==> src/rtl/serial_subtractor.sv <==
// Bit-serial WIDTH-bit subtractor (in1 - in2) built around one full-adder cell.
// Define SERIAL_ADDSUB_MODE_EN to add a 'sub' port that selects add (0) or subtract (1).
module serial_subtractor #(
    parameter int WIDTH = 16
) (
    input  logic             clk,
    input  logic             rst_n,
    input  logic             start,
`ifdef SERIAL_ADDSUB_MODE_EN
    input  logic             sub,
`endif
    input  logic [WIDTH-1:0] in1,
    input  logic [WIDTH-1:0] in2,
    output logic             busy,
    output logic             done,
    output logic [WIDTH-1:0] out,
    output logic [1:0]       overflow_bit
);

    localparam int CW = $clog2(WIDTH);

    typedef enum logic [1:0] {IDLE, SHIFT, DONE} state_t;

    state_t           state;
    state_t           next_state;
    logic [WIDTH-1:0] a;
    logic [WIDTH-1:0] b;
    logic [WIDTH-1:0] r;
    logic             carry;
    logic             sub_r;
    logic [CW-1:0]    cnt;
    logic             sum_bit;
    logic             carry_out;
    logic             last_bit;
    logic             accept;
    logic             load_sub;

`ifdef SERIAL_ADDSUB_MODE_EN
    assign load_sub = sub;
`else
    assign load_sub = 1'b1;
`endif

    // A start is honoured in IDLE and DONE alike, so back-to-back ops need no gap cycle.
    assign accept = start && (state != SHIFT);

    always_comb begin
        sum_bit   = a[0] ^ b[0] ^ carry;
        carry_out = (a[0] & b[0]) | (a[0] & carry) | (b[0] & carry);
        last_bit  = (cnt == CW'(WIDTH - 1));
    end

    always_ff @(posedge clk or negedge rst_n) begin
        if (!rst_n) begin
            state <= IDLE;
        end else begin
            state <= next_state;
        end
    end

    always_comb begin
        next_state = state;
        busy       = 1'b0;
        done       = 1'b0;
        case (state)
            IDLE: begin
                if (start) next_state = SHIFT;
            end
            SHIFT: begin
                busy = 1'b1;
                if (last_bit) next_state = DONE;
            end
            DONE: begin
                done       = 1'b1;
                next_state = start ? SHIFT : IDLE;
            end
            default: next_state = IDLE;
        endcase
    end

    // On the final shift the current carry is the carry into the MSB, which gives signed overflow.
    always_ff @(posedge clk or negedge rst_n) begin
        if (!rst_n) begin
            a            <= '0;
            b            <= '0;
            r            <= '0;
            carry        <= 1'b0;
            sub_r        <= 1'b0;
            cnt          <= '0;
            out          <= '0;
            overflow_bit <= 2'b00;
        end else if (accept) begin
            a     <= in1;
            b     <= load_sub ? ~in2 : in2;
            carry <= load_sub;
            sub_r <= load_sub;
            cnt   <= '0;
        end else if (state == SHIFT) begin
            r     <= {sum_bit, r[WIDTH-1:1]};
            a     <= a >> 1;
            b     <= b >> 1;
            carry <= carry_out;
            cnt   <= cnt + CW'(1);
            if (last_bit) begin
                out          <= {sum_bit, r[WIDTH-1:1]};
                overflow_bit <= {carry ^ carry_out, carry_out ^ sub_r};
            end
        end
    end

endmodule

==> config.mk <==
export PLATFORM = sky130hd
export DESIGN_NAME = serial_subtractor
export DESIGN_NICKNAME = d
export VERILOG_FILES = /design/src/rtl/serial_subtractor.sv
export SDC_FILE = /design/constraint.sdc
export NUM_CORES = 1
export LEC_CHECK = 0
export ABC_AREA = 1
export ABC_CLOCK_PERIOD_IN_PS = 1500
export CORE_MARGIN = 8
export CORE_UTILIZATION = 50
export CTS_CLUSTER_SIZE = 14
export DETAILED_ROUTE_END_ITERATION = 8
export HOLD_SLACK_MARGIN = 0.15
export PLACE_DENSITY_LB_ADDON = 0.15
export SLEW_MARGIN = 20
export SYNTH_ARGS = -nofsm -noshare
export SYNTH_HDL_FRONTEND = slang
export SYNTH_SLANG_ARGS = --single-unit
export TNS_END_PERCENT = 1
==> constraint.sdc <==
create_clock -name clk -period 1.5 [get_ports clk]
set_input_delay 0.15 -clock clk [delete_from_list [all_inputs] [get_ports clk]]
set_output_delay 0.15 -clock clk [all_outputs]
set_load 0.02 [all_outputs]
==> out/metrics.yaml, run 1 <==
cts_made_buffers: 9
antenna_found_initial: 0
cap_viol_max_count: 0
grt_max_degree: 51
grt_usage: 0.164
setup_viol: 0
synth_edf_count: 0
io_buffers: 54
rsz0062_at_grt: "false"
synth_area_leaders: "dfrtp_1 (57%), nand2_1 (15%), nand3_1 (8.1%), o21ai_0 (4.8%), inv_1 (2.2%)"
grt_overflow: 0
path_clk_slew_ns: 0.08
path_buf_inv: 1
yosys-top-cells-count: "nand2_1 (128), dfrtp_1 (73), nand3_1 (52)"
max_freq_ghz: 0.688
grt_pass1_vias: 2615
core_um2: 6280
p_leak_nw: 1.98
hold_path.class: "input pin to async pin"
tightest_slew_ns: 0.305
fillCellCount: 545
yosysTopAreaCell: "dfrtp_1"
worst_setup_path_start_kind: "flop"
synth.distinct_cells: 28
finalHoldViolCount: 0
skew_ns: 0.0103
vias_per_cell: 5.21
synth_top_area_share: 0.571
die_x_um: 96.0
cts_sinks: 73
cts_tree: "done"
r2r_setup_slack_ns: 0.16
num_io_pins: 55
fin_hold_ws_ns: 0.190
crit_slowest_cell: "clkdlybuf4s50_1"
syn-cell-area_um2: 3200
async_flop_share: 1.00
synthFlopType: "dfrtp_1"
die_area_um2: 9220
synth_most_common_cell: "nand2_1"
worstPathCellList: "clkdlybuf4s50_1"
yosysWarnings: 0
cp.required_ns: 1.35
diodes: 0
syn_nets: 394
outcome: "finished clean"
power_density_nw_per_um2: 1990
synth_seq_cells: 73
ant_nets: 0
nNetsFinal: 451
gp_congestion: 0.733
first_pass_iters: 4
fin_crit_ns: 1.45
start_util: 0.510
peakVddDrop_mv: 1.38
hpwlAfterDp_um: 4790
path_class: "flop to primary output"
critPathCaptureType: "primary output"
die_height_um: 96.0
clkLatencyLatePin_ns: 0.34
cts_root_buf: "clkbuf_8"
critical_path.top_delay_family: "buffers and inverters"
crit_arrival_ns: 1.30
synth_seq_area_share: 0.571
path_max_fanout: 2
drive_gt1_frac: 0.0835
synth.avg_cell_area_um2: 8.97
max_stage_delay_ns: 0.61
routed_wl_um: 6960
num_vias: 2583
tns_ns: 0
area_growth_syn_to_layout_pct: 26.0
grt_pass1_wl_um: 11800
post_cts_buffers: 0
drc: 0
synth_cells: 357
maxSlewViolCount: 0
finalCritPeriodShare: 0.969
clk_path_buf_depth: 2
row_count: 29
drt_iter0_markers: 124
relSlewSlack: 0.797
post_drt_wl_per_cell_um: 14.0
cts_max_level: 3
==> layout by cell type (no fill, tap or decap), drive strengths merged <==
cell,instances
nand2,130
o21ai,36
or2,2
a21oi,2
dlymetal6s2s,1
ha,1
fa,1
dlygate4sd3,1
dfrtp,73
clkbuf,15
nor2,5
dlygate4sd2,1
buf,13
nand4,1
nand3b,9
nand3,53
inv,21
bufinv,2
xor2,2
clkdlybuf4s50,50
==> path summary, 6_finish.rpt <==
kind,depth (start not counted),end,startpoint
worst max-delay path,1,overflow_bit[0],overflow_bit[0]
worst min-delay path,2,out[13],rst_n
worst max register to register,4,carry,a[0]
worst min register to register,2,out[14],out[14]
max in group asynchronous,3,cnt[1],rst_n
min in group clk,3,a[15],in1[15]
==> final cells by class <==
class                   instances  area, µm²  area share
repair buffers                 67        672       0.167
flip-flops and latches         73       1830       0.453
clock buffers                  14        163      0.0403
well taps                      77       96.3      0.0239
multi-input cells             242       1140       0.282
clock inverters                 2       60.1      0.0149
inverters                      21       78.8      0.0195
==> per-stage QoR <==
step                area [µm²]  total power [W]  setup WS (ns)   util  cells
CTS                       4040          0.00813         0.0204  0.643    496
floorplan                 3200          0.00536          0.197      -    357
global route              4030          0.00861       0.000252  0.643    496
detailed placement        3800          0.00641         0.0914  0.606    479
global placement          3800          0.00629          0.101  0.606    479
finish                    4030          0.00803         0.0461  0.643    496
==> report_power, final <==
part	switching, W	total (W)	internal [W]
clock network	0.000686	0.00172	0.00103
registers	0.000479	0.00328	0.00280
logic	0.00179	0.00303	0.00124
total	0.00296	0.00803	0.00507
==> routing by layer <==
metal  track usage  vias up  part of all wire
li1              -     1264                 -
met1         0.206     1253              0.44
met2         0.266       55              0.48
met3        0.0296       11             0.054
met4        0.0832        0             0.019
met5             0        -                 0
==> cells by family (layout without fill, tap and decap cells) <==
family / count (synthesis) / count (layout) / share of synthesized area
AND/OR/NAND/NOR: 200 / 200 / 0.280
buffers and inverters: 42 / 104 / 0.0742
flip-flops: 73 / 73 / 0.571
AO/OA/AOI/OAI: 38 / 38 / 0.0594
XOR/XNOR: 2 / 2 / 0.00547
adder cells (fa/ha/maj): 2 / 2 / 0.0102
==> registers in the layout, indices dropped and copies added (netlist names) <==
name          count
a                16
b                16
out              16
r                15
cnt               4
overflow_bit      2
state             2
carry             1
sub_r             1
==> what timing repair did <==
action / in CTS / in global routing
hold buffers: 1 / 0
endpoints found under the setup margin: 2 / 2
pin swaps: 0 / 0
gates resized for setup: 3 / 2
hold endpoints to repair: 73 / 0
No activity file was read; power rests on OpenSTA's default activity.
==> run 2: changes to the inputs <==
Settings changed: CTS_CLUSTER_SIZE 14 to 10, SKIP_CTS_REPAIR_TIMING set to 1, SKIP_LAST_GASP set to 1.
==> run 2 against run 1 <==
Effect of this change: critical path depth up 2; clock power hardly changed; clock skew is 0.00098 ns lower; the run now ends with setup timing left; wire length rose by 0.10%; cell count did not move; critical endpoint is now done; first-iteration DRC count shrank 13%; register-to-register slack hardly changed; worst setup slack got worse by 0.25 ns.
==> out/metrics.yaml, run 2 (same netlist as run 1, synthesis figures left out) <==
outcome: "finished, violations left"
violations: "setup timing"
finalCritPeriodShare: 1.14
cts_sinks: 73
drive_gt1_frac: 0.0811
path_class: "flop to primary output"
ant_nets: 0
crit_start: "state[1]"
final_common_cell: "nand2_1"
vias_per_cell: 5.18
post_drt_wl_per_cell_um: 14.1
die_area_um2: 9220
power_density_nw_per_um2: 1990
cp.depth: 3
grt_pass1_vias: 2615
fin_crit_ns: 1.71
fin_hold_ws_ns: 0.190
core_um2: 6280
num_io_pins: 55
grt_max_degree: 51
fin_util: 0.644
dpl_worst_slack_ns: 0.0914
cp-endpoint: "done"
die_height_um: 96.0
final_area_um2: 4040
relSlewSlack: 0.796
cts_max_level: 3
diodes: 0
reg.largest.list: "a: 16 flops, b: 16 flops, out: 16 flops"
cts_made_buffers: 9
p_leak_nw: 1.97
maxSlewViolCount: 0
r2r_setup_slack_ns: 0.15
nNetsFinal: 451
reg2reg_from: "a[0]"
max_stage_delay_ns: 0.62
rsz0062_at_grt: "true"
reg2regPathDepth: 4
antenna_found_initial: 0
hold_path.class: "input pin to async pin"
max_freq_ghz: 0.586
final_cell_mix: "nand2_1 (128), dfrtp_1 (73), nand3_1 (52), clkdlybuf4s50_1 (52), o21ai_0 (31)"
worst_setup_path_start_kind: "flop"
crit_slowest_cell: "clkdlybuf4s50_1"
start_util: 0.510
crit_arrival_ns: 1.56
hpwlAfterDp_um: 4790
tns_ns: -0.207
peakVddDrop_mv: 1.37
cts_tree: "done"
skew_ns: 0.00933
grt_usage: 0.164
critPathCaptureType: "primary output"
cts_root_buf: "clkbuf_8"
tightest_slew_ns: 0.306
worstPathCellList: "inv_2, nor2_1, clkdlybuf4s50_1"
grt_pass1_wl_um: 11800
setup_viol: 1
finalHoldViolCount: 0
path_max_fanout: 2
critical_path.top_delay_family: "buffers and inverters"
setup_ws_ns: -0.207
clkLatencyLatePin_ns: 0.34
row_count: 29
drt_iter0_markers: 108
gp_congestion: 0.733
io_buffers: 54
path_buf_inv: 2
cp.required_ns: 1.35
num_vias: 2570
cap_viol_max_count: 0
path_clk_slew_ns: 0.08
grt_overflow: 0
area_growth_syn_to_layout_pct: 26.2
first_pass_iters: 4
clk_path_buf_depth: 2
drc: 0
die_x_um: 96.0
postPlaceCellArea_um2: 3800
routed_wl_um: 6970
rr_endpoint: "carry"
run 2: metrics by stage:
| stage | std cells | power [W] |
|---|---|---|
| after floorplan | 357 | 0.00536 |
| after global placement | 479 | 0.00629 |
| after detailed placement | 479 | 0.00641 |
| after CTS | 495 | 0.00814 |
| after global routing | 496 | 0.00863 |
| final | 496 | 0.00805 |
run 2: worst min-delay path by stage:
stage | slack, ns | depth (start not counted) | to | startpoint
detailed placement | 0.007 | 1 | out[13] | rst_n
global placement | 0.004 | 1 | out[13] | rst_n
finish | 0.19 | 2 | out[13] | rst_n
global route | 0.19 | 2 | out[12] | rst_n
CTS | -0.36 | 1 | out[13] | rst_n
floorplan | -0.15 | 0 | a[0] | rst_n
run 2: where the power goes:
group          switching, W  total (W)  internal (W)
Sequential         0.000482    0.00329       0.00280
Combinational       0.00180    0.00305       0.00125
Clock              0.000683    0.00171       0.00103
run 2: metal layers:
layer  GRT usage  wire length (µm)  vias to the layer above  share of wire
met5           0                 0                        -              0
met4      0.0832               132                        0          0.019
met3      0.0296               299                       11          0.043
met2       0.266              3380                       44           0.48
met1       0.206              3160                     1252           0.45
li1            -                 -                     1263              -
run 2: cell type report:
class,count,area (µm²)
Clock buffer,14,163
Clock inverter,2,60.1
Fill cell,544,2240
Inverter,21,78.8
Multi-Input combinational cell,242,1140
Sequential cell,73,1830
Tap cell,77,96.3
Timing Repair Buffer,67,678
run 2: worst register-to-register path: cells and delay by family (launching register included):
family / cells / cell delay (ns)
AOI/OAI and AO/OA: 1 / 0.07
buffers and inverters: 1 / 0.06
DFF: 1 / 0.40
adders and majority gates: 1 / 0.48
and+or+nand+nor: 1 / 0.24
